**src/rtl/cnn_pkg.sv**
```systemverilog
// Shared types for the CNN streaming blocks.
// Pool mode, pool FSM state and the default pixel width.
package cnn_pkg;

  localparam int DEF_DATA_W = 23;

  typedef enum logic {
    POOL_MAX = 1'b0,
    POOL_AVG = 1'b1
  } pool_mode_e;

  typedef enum logic [1:0] {
    IDLE = 2'd0,
    RUN  = 2'd1,
    LAST = 2'd2
  } pool2d_state_e;

endpackage

```
**src/rtl/pool_combine.sv**
```systemverilog
// Window combine: load, signed max or add, then the average shift.
// Average path is built only with POOL2D_AVG_MODE_EN defined.
module pool_combine
  import cnn_pkg::*;
#(
  parameter int DATA_W = DEF_DATA_W,
  parameter int ACC_W  = DEF_DATA_W,
  parameter int SHIFT  = 2
) (
  input  logic              first,
  input  pool_mode_e        mode,
  input  logic [ACC_W-1:0]  acc,
  input  logic [DATA_W-1:0] sample,
  output logic [ACC_W-1:0]  acc_next,
  output logic [DATA_W-1:0] result
);

  logic signed [ACC_W-1:0] s_ext;
  logic                    take;

  assign s_ext = ACC_W'($signed(sample));
  assign take  = first || (s_ext > $signed(acc));

`ifdef POOL2D_AVG_MODE_EN
  always_comb begin
    acc_next = take ? s_ext : acc;
    result   = acc_next[DATA_W-1:0];
    if (mode == POOL_AVG) begin
      acc_next = first ? s_ext : acc + s_ext;
      result   = DATA_W'($signed(acc_next) >>> SHIFT);
    end
  end
`else
  logic mode_unused;
  assign mode_unused = (mode == POOL_AVG);
  assign acc_next    = take ? s_ext : acc;
  assign result      = acc_next[DATA_W-1:0];
`endif

endmodule

```
**src/rtl/pool2d_stream.sv**
```systemverilog
// Streaming 2D max/average pooling over a raster pixel stream.
// Average mode requires POOL2D_AVG_MODE_EN; otherwise max only.
module pool2d_stream
  import cnn_pkg::*;
#(
  parameter int DATA_W   = DEF_DATA_W,
  parameter int IMG_W    = 22,
  parameter int IMG_H    = 22,
  parameter int CHANNELS = 1,
  parameter int POOL     = 2
) (
  input  logic              clk,
  input  logic              rst_n,
  input  logic              en,
  input  logic              mode,
  input  logic              in_valid,
  input  logic [DATA_W-1:0] in_data,
  output logic              in_ready,
  output logic              out_valid,
  output logic [DATA_W-1:0] out_data,
  input  logic              out_ready,
  output logic              frame_done
);

  localparam int LOG2P = $clog2(POOL);
`ifdef POOL2D_AVG_MODE_EN
  localparam int ACC_W = DATA_W + 2 * LOG2P;
`else
  localparam int ACC_W = DATA_W;
`endif
  localparam int OUT_W = IMG_W / POOL;
  localparam int USE_W = OUT_W * POOL;
  localparam int USE_H = (IMG_H / POOL) * POOL;
  localparam int LB_N  = OUT_W * CHANNELS;
  localparam int CH_W  = (CHANNELS > 1) ? $clog2(CHANNELS) : 1;
  localparam int COL_W = $clog2(IMG_W + 1);
  localparam int ROW_W = $clog2(IMG_H + 1);
  localparam int IDX_W = (LB_N > 1) ? $clog2(LB_N) : 1;

  pool2d_state_e state;
  pool_mode_e    mode_q;

  logic [CH_W-1:0]  ch_cnt;
  logic [COL_W-1:0] col_cnt;
  logic [ROW_W-1:0] row_cnt;

  logic [ACC_W-1:0] lbuf [LB_N];

  logic              fire;
  logic              first;
  logic              win_last;
  logic              in_use;
  logic              last_sample;
  logic [IDX_W-1:0]  lb_idx;
  logic [ACC_W-1:0]  acc_rd;
  logic [ACC_W-1:0]  acc_nx;
  logic [DATA_W-1:0] result;

  assign in_ready = (state == RUN) && (!out_valid || out_ready);
  assign fire     = in_valid && in_ready;

  assign first    = (col_cnt[LOG2P-1:0] == '0)
                 && (row_cnt[LOG2P-1:0] == '0);
  assign win_last = (&col_cnt[LOG2P-1:0])
                 && (&row_cnt[LOG2P-1:0]);
  assign in_use   = (col_cnt < COL_W'(USE_W))
                 && (row_cnt < ROW_W'(USE_H));

  assign last_sample = (ch_cnt == CH_W'(CHANNELS - 1))
                    && (col_cnt == COL_W'(IMG_W - 1))
                    && (row_cnt == ROW_W'(IMG_H - 1));

  assign lb_idx = IDX_W'(((int'(col_cnt) >> LOG2P) * CHANNELS)
                  + int'(ch_cnt));
  assign acc_rd = lbuf[lb_idx];

  pool_combine #(
    .DATA_W (DATA_W),
    .ACC_W  (ACC_W),
    .SHIFT  (2 * LOG2P)
  ) u_combine (
    .first    (first),
    .mode     (mode_q),
    .acc      (acc_rd),
    .sample   (in_data),
    .acc_next (acc_nx),
    .result   (result)
  );

  // Partial sums only; never reset so it can map onto RAM.
  always_ff @(posedge clk) begin
    if (rst_n && en && fire && in_use)
      lbuf[lb_idx] <= acc_nx;
  end

  always_ff @(posedge clk) begin
    frame_done <= 1'b0;
    if (!rst_n) begin
      state     <= IDLE;
      mode_q    <= POOL_MAX;
      ch_cnt    <= '0;
      col_cnt   <= '0;
      row_cnt   <= '0;
      out_valid <= 1'b0;
      out_data  <= '0;
    end else if (!en) begin
      state     <= IDLE;
      ch_cnt    <= '0;
      col_cnt   <= '0;
      row_cnt   <= '0;
      out_valid <= 1'b0;
    end else begin
      if (out_valid && out_ready)
        out_valid <= 1'b0;
      unique case (state)
        IDLE: begin
          state  <= RUN;
          mode_q <= pool_mode_e'(mode);
        end
        RUN: begin
          if (fire) begin
            if (in_use && win_last) begin
              out_valid <= 1'b1;
              out_data  <= result;
            end
            if (ch_cnt == CH_W'(CHANNELS - 1)) begin
              ch_cnt <= '0;
              if (col_cnt == COL_W'(IMG_W - 1)) begin
                col_cnt <= '0;
                if (row_cnt == ROW_W'(IMG_H - 1))
                  row_cnt <= '0;
                else
                  row_cnt <= row_cnt + ROW_W'(1);
              end else begin
                col_cnt <= col_cnt + COL_W'(1);
              end
            end else begin
              ch_cnt <= ch_cnt + CH_W'(1);
            end
            if (last_sample)
              state <= LAST;
          end
        end
        LAST: begin
          if (!out_valid || out_ready) begin
            state      <= RUN;
            frame_done <= 1'b1;
            mode_q     <= pool_mode_e'(mode);
            ch_cnt     <= '0;
            col_cnt    <= '0;
            row_cnt    <= '0;
          end
        end
        default: state <= IDLE;
      endcase
    end
  end

endmodule

```
**config.mk**
```make
export PLATFORM = sky130hd
export DESIGN_NAME = pool2d_stream
export DESIGN_NICKNAME = d
export VERILOG_FILES = /design/src/rtl/cnn_pkg.sv /design/src/rtl/pool_combine.sv /design/src/rtl/pool2d_stream.sv
export SDC_FILE = /design/constraint.sdc
export NUM_CORES = 1
export LEC_CHECK = 0
export CAP_MARGIN = 20
export CELL_PAD_IN_SITES_DETAIL_PLACEMENT = 0
export CELL_PAD_IN_SITES_GLOBAL_PLACEMENT = 1
export CORE_UTILIZATION = 54
export CTS_CLUSTER_SIZE = 20
export DETAILED_ROUTE_END_ITERATION = 8
export HOLD_SLACK_MARGIN = 0.02
export PLACE_DENSITY = 0.83
export RECOVER_POWER = 25
export SETUP_SLACK_MARGIN = 0.05
export SLEW_MARGIN = 20
export SYNTH_ARGS = -nofsm -noshare
export SYNTH_HDL_FRONTEND = slang
export SYNTH_SLANG_ARGS = --single-unit
```
**constraint.sdc**
```tcl
create_clock -name clk -period 11.5 [get_ports clk]
set_input_delay 1.725 -clock clk [delete_from_list [all_inputs] [get_ports clk]]
set_output_delay 1.725 -clock clk [all_outputs]
set_load 0.01 [all_outputs]
```
==> summary.md, run 1 <==
| Metric | Value |
|---|---|
| Status | `finished, violations left` |
| Violated checks | `capacitance limit, slew limit` |
| R2R Setup Slk | `4850 ps` |
| Remaining antenna violation count | `0` |
| Part of the Yosys area used for sequential elements | `62.1%` |
| Period utilization | `57.8%` |
| Die area | `25500 um^2` |
| DIE WIDTH | `160 um` |
| MaxCap Viol Count | `3` |
| Worst path arrival time | `6880 ps` |
| Hold_buf cts | `0` |
| Grt total ovfl | `0` |
| Post-synthesis instance total | `1003` |
| # diodes | `0` |
| Starting Density | `55.2%` |
| Total CTS buffers | `31` |
| Pre-antenna DRT Iters | `5` |
| Worst Path Max Fanout | `81` |
| Clock latency at the later pin of the worst-skew pair | `560 ps` |
| Pleak | `0.00473 uW` |
| Most common flop cell mapped by yosys | `edfxtp_1` |
| Rel. slew slack | `-40.9%` |
| Syn_nets | `1062` |
| Worst Hold Launch | `state[1]` |
| Final max-slew violation count | `72` |
| Post-Syn Area | `13400 um^2` |
| Pin count of the biggest net entering global routing | `88` |
| Average size of a mapped cell | `13.4 um^2` |
| Power Density | `145 nW/um^2` |
| Final Skew | `15.3 ps` |
| Post-CTS resize count | `0` |
| Final core occ | `62.4%` |
| Cell row count | `57` |
| Hpwl dp | `18400 um` |
| Reg2reg end | `lbuf[8][21]` |
| HP Class | `reg -> reg` |
| FFs w/ async S/R, synth | `0%` |
| Hold endpoint | `state[1]` |
| Synth unique cells | `59` |
| Synth area leader | `edfxtp_1` |
| First-pass GRT wire length | `50600 um` |
| Post-layout min period | `6650 ps` |
| Vias | `8787` |
| Vias in the first global route | `8481` |
| Post-CTS Repair Setup Buffers | `0` |
| Max frequency | `150 MHz` |
| Share of cells above drive strength 1 | `14.9%` |
| Residual DRC | `0` |
| Root cell of the clock tree | `clkbuf_16` |
| I/O pins | `55` |
| WL/cell | `24.0 um` |
| Clock buffer depth | `3` |
| CTS sink cnt | `290` |
| CTS tree | `done` |
| Critical path class | `reg -> reg` |
| WP data required | `11730 ps` |
| Core ar. | `24300 um^2` |
| Initial DRC Count | `796` |
| Final setup violation count | `0` |
| Setup repair after global routing missed its margin | `no` |
| FF-to-FF Start | `col_cnt[2]` |
| All-Layer GR Usage | `26.4%` |
| Peak VDD IR | `0.133 mV` |
| Chip Height | `160 um` |
| Synthesized flop and latch total | `290` |
| CP Launch Type | `register` |
| Post-synth EDFFs | `253` |
| Drt total wl | `33300 um` |
| Hold path depth | `2` |
| Syn. warnings | `0` |
| Growth of design area from synthesis to finish | `13.0%` |
| Fin Hold WS | `514 ps` |
| R2R depth | `12` |
| RePlAce Congestion | `0.790` |
| Synth top area share | `56.6%` |
| Least-Margin Pin Slew | `2110 ps` |
| Setup TNS | `0 ps` |
| DR vias/cell | `6.34` |
| Clock-pin transition on the worst setup and hold timing paths | `60 ps` |
| H-Tree Depth | `1` |
| Endpoint class of the critical path | `register` |
| Most area-consuming cells after synthesis | `edfxtp_1 (57%), mux2_2 (6.2%), dfxtp_1 (5.5%)` |
| Final Hold Fails | `0` |
| Antenna violations before repair | `0` |
| IO buf count | `53` |
| Fin nets | `1097` |
[metal layers]
metal / track usage, % / part of all wire (%)
met1: 37.4 / 42
met3: 3.90 / 8.5
met5: 0 / 0
met4: 6.60 / 2.1
met2: 42.9 / 47
[report_power, final]
group	internal (uW)	switching [uW]
Combinational	40.0	79.1
Sequential	1150	3.79
Clock	530	394
[synthesized netlist by cell type (all sizes together) (2+ instances only)]
| cell | instances |
|---|---|
| nand2b | 27 |
| mux2 | 76 |
| nand2 | 32 |
| edfxtp | 253 |
| ha | 30 |
| o21ai | 29 |
| xnor2 | 5 |
| inv | 33 |
| nor2 | 28 |
| nand4 | 8 |
| xor2 | 2 |
| nor4 | 20 |
| a21oi | 32 |
| nor3 | 5 |
| nor3b | 2 |
| mux2i | 23 |
| o41ai | 3 |
| and2 | 3 |
| o211ai | 43 |
| a2111oi | 3 |
| o311ai | 19 |
| dfxtp | 37 |
| a211oi | 48 |
| or3 | 7 |
| a21o | 4 |
| buf | 25 |
| or2 | 2 |
| o22ai | 25 |
| o21bai | 2 |
| clkbuf | 47 |
| o21a | 2 |
| nand3 | 28 |
| nor2b | 45 |
| o2111ai | 22 |
| o41a | 19 |
[critical path, stage by stage, from the launching register on]
cell and delay, ps:
dfxtp_4 760, buf_4 630, buf_4 780, mux2_2 290, o22ai_1 110, o41a_1 510, ha_1 370, nand4_1 170
or4_4 550, mux2_4 490, o21ai_4 170, mux2_4 570, mux2i_1 810
[sequential cells by signal, summed over array words and instances (netlist names)]
register	count
lbuf	253
out_data	23
col_cnt	5
row_cnt	5
state	2
frame_done	1
out_valid	1
[area by class of cell]
class,count,area (um^2)
Sequential cell,290,8340
Clock buffer,48,890
Multi-Input combinational cell,608,4690
Inverter,33,124
Tap cell,324,405
Timing Repair Buffer,74,663
Fill cell,1865,9150
Clock inverter,10,57.6
[layout by cell type (no fill, tap or decap), types with 8 or more instances in the layout]
cell | synthesis | routed
ha_1 | 30 | 30
dlygate4sd3_1 | 0 | 26
clkbuf_16 | 0 | 31
o2111ai_1 | 22 | 22
nor2b_1 | 45 | 45
clkbuf_1 | 46 | 18
o41a_1 | 19 | 19
nor4_1 | 20 | 20
clkdlybuf4s50_1 | 0 | 26
o211ai_1 | 43 | 43
nand4_1 | 8 | 8
a21oi_1 | 32 | 32
inv_1 | 33 | 33
o22ai_1 | 24 | 24
nand3_1 | 28 | 28
edfxtp_1 | 253 | 253
mux2i_1 | 23 | 23
nand2b_1 | 27 | 26
nand2_1 | 32 | 32
nor2_1 | 28 | 23
o21ai_0 | 28 | 28
buf_4 | 3 | 16
mux2_2 | 74 | 74
dfxtp_1 | 37 | 34
o311ai_0 | 12 | 12
a211oi_1 | 48 | 48
[through the flow]
step | std cells | total power (uW) | cell area, um^2 | setup WS, ps
finish | 1387 | 2200 | 15200 | 4850
floorplan | 1003 | 1250 | 13400 | 6460
CTS | 1387 | 2210 | 15200 | 4950
global placement | 1329 | 1300 | 14300 | 5140
global route | 1387 | 2260 | 15200 | 4580
detailed placement | 1329 | 1300 | 14300 | 4960
[cell families after synthesis]
| kind of cell | Yosys count | share of synthesized area (%) |
|---|---|---|
| simple gates | 213 | 8.63 |
| buf+inv | 105 | 3.34 |
| xor+xnor | 7 | 0.457 |
| compound gates | 259 | 14.5 |
| mux | 99 | 8.14 |
| flops | 290 | 62.1 |
| fa+ha+maj | 30 | 2.80 |
[worst max-delay path by stage]
stage / startpoint / end / slack [ps] / cells after the start
CTS: col_cnt[2] / lbuf[10][4] / 4950 / 12
floorplan: out_ready / lbuf[9][0] / 6460 / 5
detailed placement: col_cnt[2] / lbuf[4][10] / 4960 / 12
global route: col_cnt[2] / lbuf[0][21] / 4580 / 12
finish: col_cnt[2] / lbuf[8][21] / 4850 / 12
global placement: col_cnt[2] / lbuf[5][21] / 5140 / 12
No activity file was read; power rests on OpenSTA's default activity.
==> inputs of run 2 (changes only) <==
- CORE_UTILIZATION: 54 -> 46
- PLACE_DENSITY: 0.83 -> 0.75
- clock period: 11.5 -> 5.55 ns (I/O delays scaled with it)
==> run 2 against run 1 <==
The flow still finishes with violations (capacitance limit, slew limit). Fmax grew 29%. Setup slack got worse by 4500 ps. Sequential power is 110% higher. Power grew 120%. Via count barely moved. Final cell count up 6.1%. Combinational power rose by 120%. Hold slack improved by 1.4 ps. Clock skew up 1.8 ps. Largest cell class unchanged. Largest power group unchanged.
==> summary.md, run 2 (same netlist as run 1, synthesis figures left out) <==
| Metric | Value |
|---|---|
| Met3 Use GR | `2.81% (-1.1 points)` |
| Final Instance Area | `15600 um^2 (+3.0%)` |
| Clock buffer depth | `3 (unchanged)` |
| IO buf count | `53 (unchanged)` |
| Cell row count | `62 (+8.8%)` |
| R2R Setup Slk | `400 ps (-4460 ps)` |
| Pin count of the biggest net entering global routing | `66 (-25%)` |
| Met1 usage | `33.8% (-3.6 points)` |
| Worst Hold Launch | `state[1]` |
| Area after DPL | `14600 um^2 (+2.2%)` |
| Die area | `29900 um^2 (+17%)` |
| Commonest non-fill, non-tap cell in the layout | `edfxtp_1` |
| Power Density | `307 nW/um^2 (+110%)` |
| Status | `finished, violations left` |
| Top reg by flops | `lbuf` |
| WP data required | `5790 ps (-5940 ps)` |
| FF-to-FF Start | `col_cnt[2]` |
| Post-CTS resize count | `0 (unchanged)` |
| Rel. slew slack | `-39.2% (+1.7 points)` |
| Pleak | `0.00492 uW (+4.1%)` |
| Vias in the first global route | `8470 (-0.13%)` |
| Fin nets | `1121 (+2.2%)` |
| Worst path arrival time | `5390 ps (-1490 ps)` |
| Fin cells | `1471 (+6.1%)` |
| Least-Margin Pin Slew | `2090 ps (-25.7 ps)` |
| Final max-slew violation count | `48 (-33%)` |
| Placed Cells | `1413 (+6.3%)` |
| Reg2reg end | `lbuf[2][21]` |
| I/O pins | `55 (unchanged)` |
| CP Launch Type | `register` |
| Global Route met2 Usage | `36.6% (-6.3 points)` |
| Hold path depth | `2 (unchanged)` |
| Post-layout min period | `5150 ps (-1490 ps)` |
| Clock latency at the later pin of the worst-skew pair | `570 ps (about the same)` |
| H-Tree Depth | `1 (unchanged)` |
| All-Layer GR Usage | `23.1% (-3.3 points)` |
| Growth of design area from synthesis to finish | `16.4%` |
| CTS tree | `done` |
| Fillers | `2361 (+27%)` |
| Final core occ | `54.4% (-7.9 points)` |
| Setup TNS | `0 ps (unchanged)` |
| Final Hold Fails | `0 (unchanged)` |
| Post-CTS Repair Setup Buffers | `0 (unchanged)` |
| WL/cell | `23.4 um (-2.3%)` |
| Final setup violation count | `0 (unchanged)` |
| Final Skew | `17.1 ps (+1.85 ps)` |
| Residual DRC | `0 (unchanged)` |
| Core ar. | `28700 um^2 (+18%)` |
| Root cell of the clock tree | `clkbuf_16` |
| Top flop regs | `lbuf (253), out_data (23)` |
| HP Class | `reg -> reg` |
| Worst Path Max Fanout | `65 (-20%)` |
| Remaining antenna violation count | `0 (unchanged)` |
| Hold endpoint | `state[1]` |
| Total CTS buffers | `31 (unchanged)` |
| Vias | `8790 (+0.034%)` |
| Starting Density | `46.8% (-8.4 points)` |
| Violated checks | `capacitance limit, slew limit` |
| First-pass GRT wire length | `52300 um (+3.3%)` |
| Max frequency | `194 MHz (+29%)` |
| Drt total wl | `34500 um (+3.6%)` |
| DR vias/cell | `5.98 (-5.7%)` |
| Commonest non-fill, non-tap cells in the layout | `edfxtp_1 (253), mux2_2 (74), a211oi_1 (48)` |
| Period utilization | `92.8% (+35 points)` |
| Grt peak-use layer | `met2` |
| MaxCap Viol Count | `2 (-1)` |
| Grt total ovfl | `0 (unchanged)` |
| Critical path class | `reg -> reg` |
| Endpoint class of the critical path | `register` |
| RePlAce Congestion | `0.787 (-0.37%)` |
| Peak VDD IR | `0.261 mV (+96%)` |
| R2R depth | `11 (-1)` |
| Initial DRC Count | `749 (-5.9%)` |
| # diodes | `0 (unchanged)` |
| Hpwl dp | `20500 um (+11%)` |
| Setup repair after global routing missed its margin | `no` |
| Chip Height | `173 um (+8.2%)` |
| CTS sink cnt | `290 (unchanged)` |
| Max reg flops | `253 (unchanged)` |
| Pre-antenna DRT Iters | `7 (+2)` |
| Hold_buf cts | `0 (unchanged)` |
| Post-route total power | `4800 uW (+120%)` |
| Clock-pin transition on the worst setup and hold timing paths | `60 ps (about the same)` |
| DIE WIDTH | `173 um (+8.2%)` |
| Share of cells above drive strength 1 | `17.0% (+2.2 points)` |
| Antenna violations before repair | `0 (unchanged)` |
## run 2: cell types whose count changed in the layout (fill, tap and decap cells not counted), moves of 2 or more
cell	before	now
nor2_2	3	1
clkinv_2	6	2
bufinv_16	0	4
clkbuf_8	5	8
nor2_4	2	4
clkinv_4	0	2
clkbuf_1	18	15
buf_4	16	35
buf_12	0	4
## run 2: worst max-delay path by stage
stage                    start  slack [ps]  depth (start not counted)     endpoint
floorplan            out_ready        1400                          5   lbuf[9][0]
global placement    col_cnt[2]         460                         12  out_data[2]
detailed placement  col_cnt[2]         360                         11  lbuf[9][21]
CTS                 col_cnt[2]         360                         11  lbuf[6][21]
global route        col_cnt[2]         110                         11  lbuf[7][21]
finish              col_cnt[2]         400                         11  lbuf[2][21]
## run 2: cell type report
cell class	instances	area [um^2]	area share (%)
clock inverters	10	160	1.02
repair buffers	98	896	5.73
inverters	33	124	0.793
well taps	384	480	3.07
multi-input cells	608	4700	30.1
clock buffers	48	920	5.89
flip-flops and latches	290	8340	53.4
## run 2: stage by stage
| stage | hold slack (ps) | setup slack (ps) |
|---|---|---|
| 2_1_floorplan | 480 | 1400 |
| 3_3_place_gp | 500 | 464 |
| 3_5_place_dp | 506 | 361 |
| 4_1_cts | 516 | 359 |
| 5_1_grt | 546 | 109 |
| 6_report | 515 | 399 |
## run 2: report_power, final
group | total (uW) | internal, uW | switching [uW] | leakage [uW]
Sequential | 2400 | 2390 | 3.74 | 0.00257
Clock | 2150 | 1320 | 829 | 0.000529
Combinational | 260 | 88.9 | 171 | 0.00182
Total | 4800 | 3800 | 1000 | 0.00492
## run 2: routing by layer
layer | vias to the layer above | wire [um]
li1 | 4097 | -
met1 | 4336 | 16000
met2 | 297 | 15700
met3 | 60 | 1970
met4 | 0 | 797
met5 | - | 0
## run 2: worst max-delay path: stages (launching register included)
cell,delay (ps)
dfxtp_4,890
buf_12,300
mux2_2,190
o22ai_1,100
o41a_1,480
ha_1,330
nand4_1,120
or4_4,580
mux2_4,340
o21ai_4,110
mux2_4,550
mux2i_1,790
